--- src/rtl/hazard_ctrl.sv ---
// Hazard and stall controller for the 5-stage RV32 pipeline: load-use stalls,
// taken-branch flushes, data-memory wait freezes, timeout fault and perf counters.
module hazard_ctrl #(
    parameter int MAX_WAIT = 16,
    parameter int CNT_W    = 32
) (
    input  logic             clk,
    input  logic             reset,
    input  logic             MemRead_EX,
    input  logic [4:0]       RD_EX,
    input  logic [4:0]       RS1_ID,
    input  logic [4:0]       RS2_ID,
    input  logic             uses_rs1_ID,
    input  logic             uses_rs2_ID,
    input  logic             branch_taken_EX,
    input  logic             mem_busy,
    input  logic             perf_clear,
    output logic             PCWrite,
    output logic             IF_ID_Write,
    output logic             IF_ID_Flush,
    output logic             ID_EX_Flush,
    output logic             pipe_freeze,
    output logic             mem_fault,
    output logic [CNT_W-1:0] stall_cycles,
    output logic [CNT_W-1:0] flush_events
);

    typedef enum logic [1:0] {
        ST_RUN   = 2'd0,
        ST_WAIT  = 2'd1,
        ST_FAULT = 2'd2
    } state_t;

    localparam logic [7:0]       MAX_WAIT_C = 8'(MAX_WAIT);
    localparam logic [CNT_W-1:0] CNT_MAX_C  = {CNT_W{1'b1}};
    localparam logic [CNT_W-1:0] CNT_ONE_C  = {{(CNT_W-1){1'b0}}, 1'b1};

    state_t           fsm_r;
    logic [7:0]       wait_cnt_r;
    logic             flush_pend_r;
    logic [CNT_W-1:0] stall_cycles_r;
    logic [CNT_W-1:0] flush_events_r;

    logic freeze_s;
    logic flush_req_s;
    logic load_use_s;
    logic stall_inc_s;
    logic flush_inc_s;

    // Hazard detection and event qualification
    always_comb begin
        freeze_s    = 1'b0;
        flush_req_s = 1'b0;
        load_use_s  = 1'b0;
        if (fsm_r == ST_FAULT) begin
            freeze_s = 1'b1;
        end else begin
            freeze_s = mem_busy;
        end
        flush_req_s = branch_taken_EX | flush_pend_r;
        load_use_s  = MemRead_EX & (RD_EX != 5'd0) &
                      ((uses_rs1_ID & (RS1_ID == RD_EX)) |
                       (uses_rs2_ID & (RS2_ID == RD_EX)));
        stall_inc_s = freeze_s | (load_use_s & ~flush_req_s);
        flush_inc_s = ~freeze_s & flush_req_s;
    end

    // Pipeline control outputs; priority is freeze, then flush, then load-use
    always_comb begin
        PCWrite     = 1'b1;
        IF_ID_Write = 1'b1;
        IF_ID_Flush = 1'b0;
        ID_EX_Flush = 1'b0;
        pipe_freeze = 1'b0;
        if (reset) begin
            PCWrite     = 1'b1;
            IF_ID_Write = 1'b1;
        end else if (freeze_s) begin
            pipe_freeze = 1'b1;
            PCWrite     = 1'b0;
            IF_ID_Write = 1'b0;
        end else if (flush_req_s) begin
            IF_ID_Flush = 1'b1;
            ID_EX_Flush = 1'b1;
        end else if (load_use_s) begin
            PCWrite     = 1'b0;
            IF_ID_Write = 1'b0;
            ID_EX_Flush = 1'b1;
        end else begin
            PCWrite     = 1'b1;
            IF_ID_Write = 1'b1;
        end
    end

    // Wait-state FSM, pending flush and saturating performance counters
    always_ff @(posedge clk) begin
        if (reset) begin
            fsm_r          <= ST_RUN;
            wait_cnt_r     <= 8'd0;
            flush_pend_r   <= 1'b0;
            stall_cycles_r <= {CNT_W{1'b0}};
            flush_events_r <= {CNT_W{1'b0}};
        end else begin
            case (fsm_r)
                ST_RUN: begin
                    if (mem_busy) begin
                        fsm_r      <= ST_WAIT;
                        wait_cnt_r <= 8'd1;
                    end else begin
                        fsm_r      <= ST_RUN;
                        wait_cnt_r <= 8'd0;
                    end
                end
                ST_WAIT: begin
                    if (!mem_busy) begin
                        fsm_r      <= ST_RUN;
                        wait_cnt_r <= 8'd0;
                    end else if (wait_cnt_r == MAX_WAIT_C) begin
                        fsm_r <= ST_FAULT;
                    end else begin
                        wait_cnt_r <= wait_cnt_r + 8'd1;
                    end
                end
                ST_FAULT: begin
                    fsm_r <= ST_FAULT;
                end
                default: begin
                    fsm_r      <= ST_RUN;
                    wait_cnt_r <= 8'd0;
                end
            endcase

            // A branch seen while frozen is remembered until the pipe moves again
            if (freeze_s) begin
                flush_pend_r <= flush_pend_r | branch_taken_EX;
            end else begin
                flush_pend_r <= 1'b0;
            end

            if (perf_clear) begin
                stall_cycles_r <= {CNT_W{1'b0}};
                flush_events_r <= {CNT_W{1'b0}};
            end else begin
                if (stall_inc_s && (stall_cycles_r != CNT_MAX_C)) begin
                    stall_cycles_r <= stall_cycles_r + CNT_ONE_C;
                end
                if (flush_inc_s && (flush_events_r != CNT_MAX_C)) begin
                    flush_events_r <= flush_events_r + CNT_ONE_C;
                end
            end
        end
    end

    assign mem_fault    = (fsm_r == ST_FAULT);
    assign stall_cycles = stall_cycles_r;
    assign flush_events = flush_events_r;

endmodule

--- config.mk ---
export PLATFORM = sky130hd
export DESIGN_NAME = hazard_ctrl
export DESIGN_NICKNAME = d
export VERILOG_FILES = /design/src/rtl/hazard_ctrl.sv
export SDC_FILE = /design/constraint.sdc
export NUM_CORES = 1
export LEC_CHECK = 0
export ABC_AREA = 1
export ABC_CLOCK_PERIOD_IN_PS = 3140
export BUFFER_PORTS_ARGS = -buffer_cell sky130_fd_sc_hd__buf_2
export CAP_MARGIN = 20
export CORE_MARGIN = 1.5
export CORE_UTILIZATION = 35
export CTS_CLUSTER_SIZE = 20
export DETAILED_ROUTE_END_ITERATION = 16
export PLACE_DENSITY = 0.63
export SLEW_MARGIN = 20
export SYNTH_ARGS = -nofsm -noshare
export SYNTH_HDL_FRONTEND = slang
export SYNTH_SLANG_ARGS = --single-unit
export TNS_END_PERCENT = 30
--- constraint.sdc ---
create_clock -name clk -period 3.14 [get_ports clk]
set_input_delay 0.314 -clock clk [delete_from_list [all_inputs] [get_ports clk]]
set_output_delay 0.314 -clock clk [all_outputs]
set_load 0.1 [all_outputs]
==> reports/qor.csv <==
metric,value,unit
WL/cell,11.7,um
CP endpoint kind,output port,
RSZ-0062 raised after global routing,false,
relative slew slack,0.363,
final wirelength,11.9,mm
Nets,871,
DR vias,4874,
CP required,2.83,ns
post-place setup slack,1.16,ns
DIE AREA,14000,um2
P_leak,2.32,nW
Initial Util,0.364,
TritonCTS clock tree,done,
f_max,474,MHz
Initial DRT Pass Iterations,4,
Clock transition at path regs,0.06,ns
Critical R2R Launch,flush_events[0],
critical path arrival,1.79,ns
IO buf count,92,
fin area,5520,um2
max_cap viols,0,
# DRC,0,
FP Rows,41,
"Remaining Overflow, GRT",0,
Mean Syn Cell Area,6.13,um2
Max Slew Vio Count,0,
crit path from,fsm_r[0],
number of global-route vias before repair,4352,
register area share after synthesis,0.323,
initial antenna violation count,0,
Top-Level Pins,93,
worst-case clock buffer depth,2,
area post-placement,5230,um2
HPWL Detailed,8.79,mm
worst hold slack,0.277,ns
synth-to-layout area growth,18.8,%
Core ar.,12800,um2
Die Ht,118,um
PwrDens,395,nW/um2
Die X-Extent,118,um
cts repair resizes,0,
clock skew,0.00562,ns
CTS Buf Count,9,
register bit total from synthesis,75,
CTS Root Cell,clkbuf_16,
Final setup viols,0,
Cells after Synth,758,
largest net degree at the start of global routing,64,
WS Path Type,flop to output port,
clk sinks,75,
GPL Wtd Cong,0.865,
status,completed,
first-pass GRT wire length,20.5,mm
Skew-Pair Late Insertion Delay,0.34,ns
hold-fix buffers at CTS,0,
filler cell count,1405,
DRT antenna net count,0,
HP Class,input pin to flop,
antenna cell count,0,
period utilisation layout,0.672,
Pwr Total,0.00218,W
final worst slack,1.03,ns
Critical Path Start Type,flop,
fin crit period,2.11,ns
Least-Margin Pin Slew,0.954,ns
"commonest non-fill, non-tap cell in the layout",nand2_1,
most frequent cells in the layout,"nand2_1, nor2_1, buf_2",
Total Routing Usage GR,0.177,
1st-iter DRT viols,312,
Vias/cell,4.78,
CTS HTree Levels,3,
min-delay src,reset,
final hold vios,0,
Yosys cell types,31,
share of cells above drive strength 1,0.154,
Synth warnings,0,
CP max FO,6,
Syn Nets,785,
Setup TNS,0,ns
Mapped Area,4650,um2
peak supply drop,245,uV
post-CTS setup buffer count,0,
flip-flops by register name, summed over array words and instances, names as in the netlist:
signal / cells
fsm_r: 2
stall_cycles: 32
flush_events: 32
flush_pend_r: 1
wait_cnt_r: 8
cells by family after synthesis:
family	count (synthesis)	share of synthesized area
fa+ha+maj	4	0.0108
compound gates	81	0.0888
buf+inv	105	0.0963
xor+xnor	24	0.0452
flops	75	0.323
simple gates	469	0.436
area by class of cell:
class                           count  area [um2]  area share
Inverter                           84         315      0.0571
Multi-Input combinational cell    578        2710       0.490
Timing Repair Buffer               96         490      0.0888
Clock buffer                       13         260      0.0471
Clock inverter                      2        35.0     0.00634
Tap cell                          172         215      0.0390
Sequential cell                    75        1500       0.272
worst max-delay path, cell delays in order, from the launching register on:
cell and delay (ns):
dfxtp_1 0.41, nor2_4 0.10, nor2_1 0.25, nand2_1 0.11, a21oi_1 0.13, buf_2 0.45
metrics by stage:
stage / cells / utilization
final: 1020 / 0.432
after global routing: 1020 / 0.432
after CTS: 1020 / 0.432
after detailed placement: 1005 / 0.409
after global placement: 1005 / 0.409
after floorplan: 758 / -
final timing paths:
kind                            cells past startpoint              end  slack, ns
worst max-delay path                                5      ID_EX_Flush       1.03
worst min register to register                      2    wait_cnt_r[6]       0.47
worst min-delay path                                2    wait_cnt_r[1]       0.28
worst max register to register                      9  flush_events[0]       1.18
layer usage:
| layer | up-vias | global-route usage | wire (um) |
|---|---|---|---|
| met4 | 0 | 0.0724 | 225 |
| met2 | 92 | 0.280 | 5420 |
| li1 | 2579 | - | - |
| met3 | 18 | 0.0323 | 449 |
| met1 | 2185 | 0.236 | 5850 |
| met5 | - | 0 | 0 |
power by group:
| part | internal, W | leakage (nW) | switching [W] |
|---|---|---|---|
| clock network | 0.000654 | 0.146 | 0.000395 |
| registers | 0.000957 | 0.605 | 0.00000522 |
| logic | 0.0000429 | 1.57 | 0.000128 |
| total | 0.00165 | 2.32 | 0.000528 |
cell usage after synthesis:
cell        n  area, um2
nand2_1   225        845
nor2_1    124        465
inv_1      83        312
dfxtp_1    75       1500
a21oi_1    70        350
nand3_1    57        285
nor3_1     23        115
xor2_1     19        166
nand4_1    13       81.3
buf_2      10       50.1
o21ai_0     7       35.0
nand3b_1    6       45.0
nand2_2     5       31.3
nor2_2      5       31.3
xnor2_1     5       43.8
buf_6       4       45.0
clkbuf_1    4       15.0
ha_1        4       50.1
buf_4       3       22.5
nor2_4      3       33.8
nor3_2      2       20.0
nor3_4      2       32.5
a211oi_1    1       7.51
a21boi_1    1       7.51
inv_2       1       3.75
nand2_4     1       11.3
nand2b_1    1       6.26
nand3_4     1       17.5
nor4_1      1       6.26
o21ai_1     1       5.00
o31ai_1     1       7.51
Power figures use the tool's default switching activity.
